`src/rtl/flash_arbiter.sv`:
```
// Two-requester round-robin arbiter and sequencer for the shared weight/bias flash read port.
// Latches the winning address, holds the flash strobe for ACCESS_CYCLES, returns the word.
module flash_arbiter #(
  parameter int unsigned ADDR_W        = 16,
  parameter int unsigned DATA_W        = 16,
  parameter int unsigned ACCESS_CYCLES = 12
) (
  input  logic              clk,
  input  logic              n_rst,
  input  logic              req0,
  input  logic [ADDR_W-1:0] addr0,
  input  logic              req1,
  input  logic [ADDR_W-1:0] addr1,
  input  logic [DATA_W-1:0] flash_data,
  output logic              gnt0,
  output logic              gnt1,
  output logic              valid0,
  output logic              valid1,
  output logic [DATA_W-1:0] rdata,
  output logic [ADDR_W-1:0] flash_address,
  output logic              flash_ready,
  output logic              busy
);

  localparam logic [7:0] CntLast = 8'(ACCESS_CYCLES - 1);

  typedef enum logic [1:0] {StIdle, StAccess, StDone} state_e;

  state_e            state_q, state_d;
  logic [7:0]        cnt_q, cnt_d;
  logic [ADDR_W-1:0] addr_q, addr_d;
  logic [DATA_W-1:0] rdata_q, rdata_d;
  logic              owner_q, owner_d;
  logic              last_owner_q, last_owner_d;
  logic              grant;
  logic              grant_id;

  // On a tie the requester that did not own the last completed access wins.
  always_comb begin
    grant    = 1'b0;
    grant_id = 1'b0;
    if (n_rst && state_q == StIdle) begin
      if (req0 && req1) begin
        grant    = 1'b1;
        grant_id = ~last_owner_q;
      end else if (req0) begin
        grant    = 1'b1;
        grant_id = 1'b0;
      end else if (req1) begin
        grant    = 1'b1;
        grant_id = 1'b1;
      end
    end
  end

  always_ff @(posedge clk) begin
    if (!n_rst) begin
      state_q      <= StIdle;
      cnt_q        <= '0;
      addr_q       <= '0;
      rdata_q      <= '0;
      owner_q      <= 1'b0;
      last_owner_q <= 1'b1;
    end else begin
      state_q      <= state_d;
      cnt_q        <= cnt_d;
      addr_q       <= addr_d;
      rdata_q      <= rdata_d;
      owner_q      <= owner_d;
      last_owner_q <= last_owner_d;
    end
  end

  always_comb begin
    state_d      = state_q;
    cnt_d        = cnt_q;
    addr_d       = addr_q;
    rdata_d      = rdata_q;
    owner_d      = owner_q;
    last_owner_d = last_owner_q;
    case (state_q)
      StIdle: begin
        if (grant) begin
          addr_d  = grant_id ? addr1 : addr0;
          owner_d = grant_id;
          cnt_d   = '0;
          state_d = StAccess;
        end
      end
      StAccess: begin
        cnt_d = cnt_q + 8'd1;
        if (cnt_q == CntLast) begin
          rdata_d = flash_data;
          state_d = StDone;
        end
      end
      StDone: begin
        last_owner_d = owner_q;
        state_d      = StIdle;
      end
      default: state_d = StIdle;
    endcase
  end

  always_comb begin
    gnt0          = grant && !grant_id;
    gnt1          = grant && grant_id;
    flash_ready   = (state_q == StAccess);
    busy          = (state_q != StIdle);
    valid0        = (state_q == StDone) && !owner_q;
    valid1        = (state_q == StDone) && owner_q;
    rdata         = rdata_q;
    flash_address = addr_q;
  end

endmodule

```
`config.mk`:
```
export PLATFORM = sky130hd
export DESIGN_NAME = flash_arbiter
export DESIGN_NICKNAME = d
export VERILOG_FILES = /design/src/rtl/flash_arbiter.sv
export SDC_FILE = /design/constraint.sdc
export NUM_CORES = 1
export LEC_CHECK = 0
export CORE_MARGIN = 4
export CORE_UTILIZATION = 42
export CTS_CLUSTER_DIAMETER = 150
export DETAILED_ROUTE_END_ITERATION = 7
export PLACE_DENSITY = 0.8
export SLEW_MARGIN = 30
export SYNTH_ARGS = -nofsm -noshare
export SYNTH_HDL_FRONTEND = slang
export SYNTH_SLANG_ARGS = --single-unit
export TNS_END_PERCENT = 100
```
`constraint.sdc`:
```
create_clock -name clk -period 2.2 [get_ports clk]
set_input_delay 0.44 -clock clk [delete_from_list [all_inputs] [get_ports clk]]
set_output_delay 0.44 -clock clk [all_outputs]
set_load 0.01 [all_outputs]
```
# == Word level (Yosys, flattened, before mapping) ==
# Cells that the tools add are included.
# totals
reg_bits,44
latch_bits,0
mem_bits_rw,0
rom_bits,0
in_bits,52
output_inout_bits,38
elab_cells,41
memories,0
# classes
n_addsub,1
mul,0
div_mod_pow,0
magnitude_cmp,0
n_eq_ne,5
shifts,0
mux,13
bitwise,1
n_reduce_logical,15
# op_table
cell,count
$mux W16,1
$pmux W8 S2,1
$add A8 B1 Y8 const B,1
$eq A8 B4 Y1 const B,1
$mux W8,1
$reduce_and A2 Y1,4
$mux W1,7
$logic_and A1 B1 Y1,6
$mux W2,2
$pmux W2 S2,1
$reduce_bool A2 Y1,2
$eq A2 B1 Y1 const B,1
$eq A2 B2 Y1 const B,1
$logic_not A1 Y1,2
$logic_not A2 Y1,1
$ne A2 B1 Y1 const B,1
$ne A2 B2 Y1 const B,1
$not A1 Y1,1

# == Depth between registers and ports, before layout ==
# depth
word_depth,6
depth_mapped,7
depth_no_buf,4

# == Worst setup path before layout ==
# Ideal clock, no wire load.
# synth_path
path_type,reg-to-output
startpoint,reg state_q[1]
endpoint,out gnt0
t_arrival_ns,1.206
setup_slack_ns,0.554
stages_incl_launch_ff,5
path_buffers,2
path_cell_list,dfxtp_1 -> buf_2 -> nor3b_2 -> and3_1 -> buf_2
# synth_via
elab_chain_cells,5
word_cells_on_any_way,6
classes_between,2 x mux; 4 x reduce/logical
# synth_rtl
element,line,source
start: declaration,29,"state_e state_q, state_d;"
start signal: assignment,58,state_q <= StIdle;
start signal: assignment,65,state_q <= state_d;
$logic_not A2 Y1 *,42,if (n_rst && state_q == StIdle) begin
$logic_and A1 B1 Y1 *,42,
$mux W1,42,
$logic_not A1 Y1,106,gnt0 = grant && !grant_id;
$logic_and A1 B1 Y1 *,106,
end: declaration,15,"output logic gnt0,"
# Every way passes the cells marked *; elsewhere a longest branch is shown, timed or not.

# == Worst setup path in the final report ==
# layout_path
startpoint,reg state_q[0]
endpoint,out busy
# layout_via
elab_chain_cells,1
# layout_rtl
element,line,source
$reduce_bool A2 Y1,109,busy = (state_q != StIdle);
end: declaration,22,output logic busy
# Every way passes these cells.

==> summary.md <==
| Metric | Value |
|---|---|
| Post-route setup slack | `78.7 ps` |
| Proportion of layout cells with a drive suffix above 1 | `9.40%` |
| Relative contribution of combinational cells to total power | `19.6%` |
| Number of flops mapped to enable cells by yosys | `0` |
| Post-synthesis cell type count | `41` |
| Number of storage elements in the synthesis netlist | `44` |
| Via count normalized by instance count | `5.15` |
| Setup repair after global routing missed its margin | `no` |
| Delay contributed by the slowest stage of the critical path | `530 ps` |
| Synthesis Warnings | `0` |
| Number of standard-cell rows in the floorplan | `25` |
| Worst Setup Slack post-DPL | `-95.5 ps` |
| Port-buffer cells | `89` |
| Via count of the first global-routing pass | `1954` |
| Drt first-iter violations | `81` |
| Length of routed wiring on met1 | `2340 microns` |
| Type of the worst setup path | `flop to primary output` |
| Routability-driven placement congestion ratio | `0.870` |
| Overflow left after global routing | `0` |
| Via count of the routed design | `1988` |
| Number of buffers created by CTS | `5` |
| CP Data Arrival Time | `1680 ps` |
| Worst-case clock buffer depth | `2` |
| FF/Latch Area | `881 sq um` |
| Core region area | `4720 sq um` |
| CTS tree | `built` |
| Initial cell density of the core | `43.3%` |
| Layout net count | `372` |
| Total I/O pin count | `90` |
| Leakage component of the power | `1.23 nW` |
| Clock insertion delay at the later pin of the skew report | `300 ps` |
| Overall power consumption | `1.65 mW` |
| Pwr dens | `527 nW/um^2` |
| Count of antenna-violating nets left after detailed routing | `0` |
| Number of standard cells in the layout, taps in and fillers out | `386` |
| Sum of negative setup slack | `0 ps` |
| Largest vdd supply drop | `380 uV` |
| Maximum achievable frequency | `471 MHz` |
| GRT Total Usage | `18.3%` |
| Design internal power | `1.23 mW` |
| Final Hold Violating Endpoints | `0` |
| Final critical delay including setup and external delays | `2120 ps` |
| HPWL after detailed placement | `4010 microns` |
| Status | `completed` |
| Final count of pins violating max slew | `0` |
| Sinks on Clock Net | `44` |
| Die Area | `6050 sq um` |
| Number of antenna violations at the first check in global routing | `0` |
| Post-synth design cell area | `2050 sq um` |
| Post-CTS Setup Repair Bufs | `0` |
| Chip Width | `77.8 microns` |
| Series of cell instances along the critical path | `or2_0, buf_4, clkdlybuf4s50_1` |
| Proportion of synthesized chip area in sequential cells | `43.1%` |
| Reg clk slew, reported paths | `80 ps` |
| Met2 Wirelength | `2470 microns` |
| Synth-to-layout area growth | `53.4%` |
| Chip height | `77.8 microns` |
| Final clock period utilization by the worst path | `96.4%` |
| Met3 wire length | `568 microns` |
| Cell Count Post-Placement | `379` |
| Number of search-and-repair iterations in the first detailed-routing pass | `4` |
| Worst clock skew | `9.57 ps` |
| Count of final setup violators | `0` |
| Net switching power | `422 uW` |
| Per-instance average area after synthesis | `9.13 sq um` |
| Number of cells traversed by the worst register-to-register path | `4` |
| Min Hold Slack | `455 ps` |
| Headroom to the max-slew limit | `60.9%` |
| Routed WL | `5440 microns` |
| Category of the worst setup path capture point | `primary output` |
| Maximum number of pins on one net before global-route repair | `52` |
| Dominant synthesized flop cell | `sky130_fd_sc_hd__dfxtp_1` |
| Multi-input gate area in the final layout | `1050 sq um` |
| Number of levels the H-tree was split into | `2` |
| First-pass GRT wire length | `9020 microns` |
| Synth async-reset ratio | `0%` |
| Residual DRC | `0` |
| ANT cells | `0` |
| WL per Instance | `14.1 microns` |
| Switching portion of total power | `25.5%` |
| Max-cap violation count | `0` |
| Launching element type of the critical path | `flop` |
| Clock share of power | `29.4%` |
| Critical path's slowest cell | `sky130_fd_sc_hd__clkdlybuf4s50_1` |
| Net count after synthesis | `277` |
| Sequential Power Share | `51.0%` |
| Largest fanout on the critical path | `4` |
| Post-Syn Instances | `224` |
| Count of filler cells inserted in the layout | `387` |
| Transition time at the pin with the least slew margin | `583 ps` |
| Worst hold stages | `2` |
| Required time reported for the critical path endpoint | `1760 ps` |
| Top routing layer in use | `met4` |
| Root buf cell | `sky130_fd_sc_hd__clkbuf_8` |
| Worst min-delay path category | `flop to flop` |
## metrics by stage
stage / cell area [sq um] / util, %
detailed placement: 3060 / 64.7
finish: 3140 / 66.4
floorplan: 2050 / -
global placement: 3060 / 64.7
CTS: 3140 / 66.4
global route: 3140 / 66.4
## per-layer routing
metal	track usage, %	vias up
met3	8.47	8
li1	-	1001
met4	4.27	0
met5	0	-
met1	21.4	904
met2	30.2	75
## power by group through the flow
stage	registers, mW	logic (mW)	clock network, mW
after global placement	0.861	0.323	0
after detailed placement	0.862	0.326	0
final	0.844	0.324	0.487
after CTS	0.843	0.327	0.499
after floorplan	0.872	0.112	0
after global routing	0.848	0.352	0.532
## state kept, by name (all words and copies together) (netlist names)
name	count
rdata	16
state_q	2
last_owner_q	1
flash_address	16
cnt_q	8
owner_q	1
## what timing repair did
item                                    4_1_cts  5_1_grt
hold buffers                                  0        0
cloned                                        0        0
hold endpoints to repair                      0        0
resized for setup                             2        1
endpoints found under the setup margin        2        1
## layout make-up
| type | count | share of cell area, % |
|---|---|---|
| well taps | 67 | 2.67 |
| clock buffers | 5 | 2.19 |
| multi-input cells | 158 | 33.5 |
| clock inverters | 2 | 0.399 |
| repair buffers | 106 | 32.7 |
| flip-flops and latches | 44 | 28.1 |
| inverters | 4 | 0.478 |
## kinds of logic (layout without fill, tap and decap cells)
| group | after synthesis | after routing | share of synthesized area, % |
|---|---|---|---|
| multiplexers | 18 | 18 | 8.81 |
| adder cells (fa/ha/maj) | 1 | 1 | 0.612 |
| buffers and inverters | 22 | 117 | 5.57 |
| flip-flops | 44 | 44 | 43.1 |
| AO/OA/AOI/OAI | 63 | 63 | 23.1 |
| AND/OR/NAND/NOR | 76 | 76 | 18.8 |
## cells in the mapped netlist, types with 2 or more instances
master	instances	area (sq um)
sky130_fd_sc_hd__o21ai_0	6	30.0
sky130_fd_sc_hd__a21oi_1	11	55.1
sky130_fd_sc_hd__nand2b_1	7	43.8
sky130_fd_sc_hd__nor2_1	13	48.8
sky130_fd_sc_hd__nand3_1	2	10.0
sky130_fd_sc_hd__o211a_1	8	80.1
sky130_fd_sc_hd__buf_2	5	25.0
sky130_fd_sc_hd__nor3_1	3	15.0
sky130_fd_sc_hd__nand2_1	38	143
sky130_fd_sc_hd__o211ai_1	11	82.6
sky130_fd_sc_hd__o31ai_1	10	75.1
sky130_fd_sc_hd__or4_1	3	22.5
sky130_fd_sc_hd__inv_1	3	11.3
sky130_fd_sc_hd__a221o_1	8	80.1
sky130_fd_sc_hd__mux2i_1	18	180
sky130_fd_sc_hd__dfxtp_1	44	881
sky130_fd_sc_hd__clkbuf_1	10	37.5
## critical path, delay by kind of cell (launching register included)
family | cells | cell delay [ps]
AND/OR/NAND/NOR | 1 | 300
buffers and inverters | 2 | 710
flip-flops | 1 | 380
## final timing paths
path,slack (ps),to,startpoint
worst max-delay path,80,busy,state_q[0]
worst min-delay path,460,rdata[10],rdata[10]
worst max register to register,480,rdata[1],cnt_q[3]
worst min register to register,460,rdata[10],rdata[10]
## placed cells by master, fill, tap and decap left out, drive strengths merged, types with 3 or more instances in the layout
cell | synthesis | routed
o211ai | 11 | 11
nand2 | 38 | 38
clkdlybuf4s50 | 0 | 85
clkbuf | 11 | 5
inv | 3 | 3
dfxtp | 44 | 44
nor3 | 4 | 4
o211a | 8 | 8
o31ai | 10 | 10
a221o | 8 | 8
buf | 7 | 18
nand2b | 7 | 7
nor2 | 13 | 13
a21oi | 11 | 11
mux2i | 18 | 18
or4 | 3 | 3
o21ai | 7 | 7
Note: power is estimated with default switching activity, not from simulation.
